<file path="src/rtl/abs_diff_accum_pkg.sv">
// Shared definitions for the streaming sum-of-absolute-differences engine.
// State encodings are plain 2-bit constants so legacy code can compare against them directly.
package abs_diff_accum_pkg;

  localparam logic [1:0] StIdle  = 2'd0;
  localparam logic [1:0] StAccum = 2'd1;
  localparam logic [1:0] StDrain = 2'd2;
  localparam logic [1:0] StDone  = 2'd3;

  // Accumulator width: COUNT samples of at most 2^WIDTH-1 each can never overflow it.
  function automatic int unsigned acc_width(input int unsigned width, input int unsigned count);
    return width + $clog2(count);
  endfunction

endpackage

</file>
<file path="src/rtl/abs_diff_core.sv">
// Combinational |a-b| for unsigned or two's-complement operands.
// The true difference always fits in WIDTH unsigned bits, so WIDTH-bit subtraction is exact.
module abs_diff_core #(
  parameter int unsigned WIDTH  = 4,
  parameter int unsigned SIGNED = 0
) (
  input  logic [WIDTH-1:0] a,
  input  logic [WIDTH-1:0] b,
  output logic [WIDTH-1:0] diff
);

  logic [WIDTH:0] a_ext;
  logic [WIDTH:0] b_ext;
  logic           a_ge_b;

  // One extra bit lets a single signed compare serve both operand modes.
  always_comb begin
    a_ext  = {((SIGNED != 0) ? a[WIDTH-1] : 1'b0), a};
    b_ext  = {((SIGNED != 0) ? b[WIDTH-1] : 1'b0), b};
    a_ge_b = $signed(a_ext) >= $signed(b_ext);
    diff   = a_ge_b ? (a - b) : (b - a);
  end

endmodule

</file>
<file path="src/rtl/abs_diff_accum.sv">
// Streaming SAD engine: accepts COUNT (a,b) pairs per frame, reports sum and max of |a-b|.
// Two-stage pipeline (diff register, then accumulate) behind a four-state frame FSM.
module abs_diff_accum
  import abs_diff_accum_pkg::*;
#(
  parameter int unsigned WIDTH  = 4,
  parameter int unsigned COUNT  = 8,
  parameter int unsigned SIGNED = 0,
  localparam int unsigned ACC_W = acc_width(WIDTH, COUNT)
) (
  input  logic             clk,
  input  logic             rst,
  input  logic             in_valid,
  output logic             in_ready,
  input  logic [WIDTH-1:0] a,
  input  logic [WIDTH-1:0] b,
  output logic             out_valid,
  input  logic             out_ready,
  output logic [ACC_W-1:0] sad,
  output logic [WIDTH-1:0] max_diff
);

  localparam int unsigned CNT_W = $clog2(COUNT + 1);
  localparam logic [CNT_W-1:0] LastCnt = CNT_W'(COUNT - 1);

  logic [1:0]       state_q, state_d;
  logic [CNT_W-1:0] count_q, count_d;
  logic             s1_valid_q;
  logic [WIDTH-1:0] s1_diff_q;
  logic [WIDTH-1:0] diff;
  logic [ACC_W-1:0] sad_q;
  logic [WIDTH-1:0] max_q;
  logic             accept;
  logic             frame_ack;

  abs_diff_core #(
    .WIDTH  (WIDTH),
    .SIGNED (SIGNED)
  ) u_core (
    .a    (a),
    .b    (b),
    .diff (diff)
  );

  assign in_ready  = (state_q == StIdle) || (state_q == StAccum);
  assign out_valid = (state_q == StDone);
  assign accept    = in_valid && in_ready;
  assign frame_ack = out_valid && out_ready;
  assign sad       = sad_q;
  assign max_diff  = max_q;

  always_comb begin
    state_d = state_q;
    count_d = count_q;
    case (state_q)
      StIdle: begin
        if (accept) begin
          count_d = CNT_W'(1);
          state_d = (COUNT == 1) ? StDrain : StAccum;
        end
      end
      StAccum: begin
        if (accept) begin
          count_d = count_q + CNT_W'(1);
          if (count_q == LastCnt) state_d = StDrain;
        end
      end
      // Wait until the last diff has been folded into the accumulator.
      StDrain: begin
        if (!s1_valid_q) state_d = StDone;
      end
      StDone: begin
        if (out_ready) begin
          state_d = StIdle;
          count_d = '0;
        end
      end
      default: state_d = StIdle;
    endcase
  end

  always_ff @(posedge clk or posedge rst) begin
    if (rst) begin
      state_q    <= StIdle;
      count_q    <= '0;
      s1_valid_q <= 1'b0;
      s1_diff_q  <= '0;
      sad_q      <= '0;
      max_q      <= '0;
    end else begin
      state_q    <= state_d;
      count_q    <= count_d;
      s1_valid_q <= accept;
      if (accept) s1_diff_q <= diff;
      if (frame_ack) begin
        sad_q <= '0;
        max_q <= '0;
      end else if (s1_valid_q) begin
        sad_q <= sad_q + ACC_W'(s1_diff_q);
        if (s1_diff_q > max_q) max_q <= s1_diff_q;
      end
    end
  end

endmodule

</file>
<file path="config.mk">
export PLATFORM = sky130hd
export DESIGN_NAME = abs_diff_accum
export DESIGN_NICKNAME = d
export VERILOG_FILES = /design/src/rtl/abs_diff_accum_pkg.sv /design/src/rtl/abs_diff_core.sv /design/src/rtl/abs_diff_accum.sv
export SDC_FILE = /design/constraint.sdc
export NUM_CORES = 1
export LEC_CHECK = 0
export CAP_MARGIN = 20
export CORE_ASPECT_RATIO = 0.7
export CORE_MARGIN = 5
export CORE_UTILIZATION = 48
export CTS_CLUSTER_DIAMETER = 40
export CTS_CLUSTER_SIZE = 25
export DETAILED_ROUTE_END_ITERATION = 10
export GPL_TIMING_DRIVEN = 0
export PLACE_DENSITY = 0.82
export SLEW_MARGIN = 20
export SYNTH_ARGS = -nofsm -noshare
export SYNTH_HDL_FRONTEND = slang
export SYNTH_SLANG_ARGS = --single-unit
</file>
<file path="constraint.sdc">
create_clock -name clk -period 1.7 [get_ports clk]
set_input_delay 0.255 -clock clk [delete_from_list [all_inputs] [get_ports clk]]
set_output_delay 0.255 -clock clk [all_outputs]
set_load 0.03 [all_outputs]
</file>
==> results.py <==
metrics = {
    "placed_design": {
        "gp_congestion": 0.759,
        "dpl.hpwl_mm": 2.51,
        "place_inst": 227,
        "portBuffers": 24,
        "placed_area_um2": 1890,
        "pre_cts_ws_ps": -599,
    },
    "logic_synthesis": {
        "synth_edf_count": 0,
        "yosysSeqAreaShare": 0.349,
        "synthArstFlopShare": 1.00,
        "synth_area_per_cell_um2": 9.57,
        "yosys.area.top_type": "dfrtp_1",
        "syn_nets": 202,
        "yosys_warnings": 0,
        "synth-main-ff-cell": "dfrtp_1",
        "synthCells": 165,
        "netlist_top_cells_area": "dfrtp_1, ha_1, inv_1",
        "netlist_area_um2": 1580,
        "synth_cell_types": 37,
        "synth.top_cell.area_share": 0.349,
        "ys_ff_latch": 22,
    },
    "layout": {
        "design_area_um2": 2150,
        "final.fill_count": 216,
        "fin_nets": 240,
        "final-seq-area_um2": 557,
        "drive_gt1_frac": 0.272,
        "syn2layout_area_growth_pct": 36.1,
        "multiInputGateArea_um2": 1090,
        "fin_cells": 240,
        "layout_common_cells": "inv_1, dfrtp_1, clkdlybuf4s50_1, nor2_1, ha_1",
        "layout_commonest_cell": "inv_1",
        "antenna_cells": 0,
    },
    "sta": {
        "max-slew-margin-rel": 0.449,
        "min_period_over_period": 0.991,
        "drv_slew": 0,
        "setup_violations": 0,
        "setup_ws_ps": 16.1,
        "skew_ps": 7.35,
        "fmax_mhz": 594,
        "hold_viol_final": 0,
        "rsz0062_at_grt": "yes",
        "period_needed_ps": 1680,
        "fin_hold_ws_ps": 449,
        "worst_pin_slew_ps": 826,
    },
    "status": {
        "outcome": "completed",
    },
    "setup_path": {
        "worst-path-buf-inv": 2,
        "cpMaxStageDelayCell": "fa_2",
        "arrival_ps": 1880,
        "worst_setup_path_end_kind": "flop",
        "cp_top_family": "compound AO/OA/AOI/OAI gates",
        "critical_path.max_fanout": 3,
        "cp-start-kind": "primary input",
        "crit_path_cell_trace": "dlygate4sd2_1 -> inv_1 -> ha_2 -> fa_2 -> a31oi_4 -> a2111oi_4 -> o311a_1 -> a21oi_2",
        "crit_type": "primary input to flop",
        "max_stage_delay_ps": 370,
        "crit_required_ps": 1890,
    },
    "global_route": {
        "grt_use_met1": 0.195,
        "grt_pass1_wl_mm": 5.98,
        "met2_usage": 0.297,
        "antenna_found_initial": 0,
        "grtUsageTotal": 0.164,
        "grtUsageMet3": 0.0342,
        "grt_busiest_layer": "met2",
        "grt_max_degree": 23,
        "overflow": 0,
        "grt_pass1_vias": 1358,
    },
    "floorplan": {
        "die_h_um": 58.0,
        "die_w_um": 78.6,
        "pin_count": 25,
        "dieArea_um2": 4550,
        "core_um2": 3150,
        "rows": 17,
        "initial_core_util": 0.502,
    },
    "clocking": {
        "numClockSinks": 22,
        "cts-root-buf": "clkbuf_8",
        "numCtsBuffers": 3,
        "htreeDepth": 1,
        "cts.reportedPaths.clkPinSlew_ps": 80,
        "max-clock-path-buffers": 2,
        "cts_tree": "yes",
        "clk_latency_ps": 260,
    },
    "routing": {
        "routed_via_density": 5.55,
        "drc": 0,
        "routed_wl_mm": 3.58,
        "first_iter_violations": 38,
        "via_count": 1332,
        "postRouteAntennaNets": 0,
        "wl_per_cell_um": 14.9,
        "first_pass_iters": 5,
    },
    "worst_hold_path": {
        "hold_path_class": "primary input to async pin",
    },
    "power_and_ir_drop": {
        "powerDensity_nw_per_um2": 1740,
        "vdd_drop_max_mv": 0.930,
        "power.leakage_nw": 0.968,
        "fin_total_pwr_mw": 3.74,
    },
    "run": {
        "max-cap-violations": 0,
    },
}
## power by group
part	total, mW	switching (mW)	internal (mW)
combinational	2.42	1.32	1.10
sequential	0.991	0.231	0.759
clock	0.331	0.164	0.167
total	3.74	1.71	2.03
## stage by stage
step / TNS (ps) / utilization
after floorplan: -52.4 / -
after global placement: -1890 / 0.601
after detailed placement: -2690 / 0.601
after CTS: -54.8 / 0.664
after global routing: -350 / 0.682
final: 0 / 0.682
## per-layer routing
layer,routed length [um],part of all wire
met3,131,0.037
met2,1830,0.51
met5,0,0
met4,25,0.0070
met1,1600,0.45
## cell type report
cell class                      instances  area share
Buffer                                  3     0.00932
Clock buffer                            4      0.0210
Inverter                               26      0.0454
Multi-Input combinational cell        114       0.506
Sequential cell                        22       0.259
Tap cell                               38      0.0221
Timing Repair Buffer                   33       0.137
## repair_timing
item / in CTS / in global routing
setup endpoints to repair: 14 / 17
gates resized for setup: 32 / 15
hold buffers: 0 / 0
buffers inserted: 7 / 2
pin swaps: 7 / 13
## sequential cells by signal, indices dropped and copies added, names as in the netlist
name	count
s1_diff_q	4
count_q	4
max_diff	4
s1_valid_q	1
sad	7
state_q	2
## cells in the mapped netlist, drive strengths merged, types with 2 or more instances
master   number
xor2          4
a32o          2
fa            3
nand2        11
o2111ai       2
inv          26
a31oi         2
nand4         2
mux2          3
nor2b         3
o21ai        10
buf           2
nand3         2
ha           22
a31o          2
a21oi         6
o21a          2
mux2i         8
nor2         17
xnor2         2
dfrtp        22
## cells by family (layout without fill, tap and decap cells)
logic type,after synthesis,count (layout),share of synthesized area
compound gates,34,34,0.158
xor+xnor,6,6,0.0333
fa+ha+maj,25,25,0.212
buf+inv,29,66,0.0705
flops,22,22,0.349
mux,11,11,0.0721
simple gates,38,38,0.105
## worst paths after layout
check                             start           end  slack (ps)  depth (start not counted)
setup / recovery                   a[0]  s1_diff_q[3]          20                          8
hold / removal                      rst        sad[6]         450                          2
setup reg to reg           s1_diff_q[1]   max_diff[1]          20                          6
hold reg to reg              count_q[3]    count_q[3]         540                          1
max in group asynchronous           rst        sad[0]         680                          2
min in group clk             count_q[3]    count_q[3]         540                          1
No activity file was read; power rests on OpenSTA's default activity.
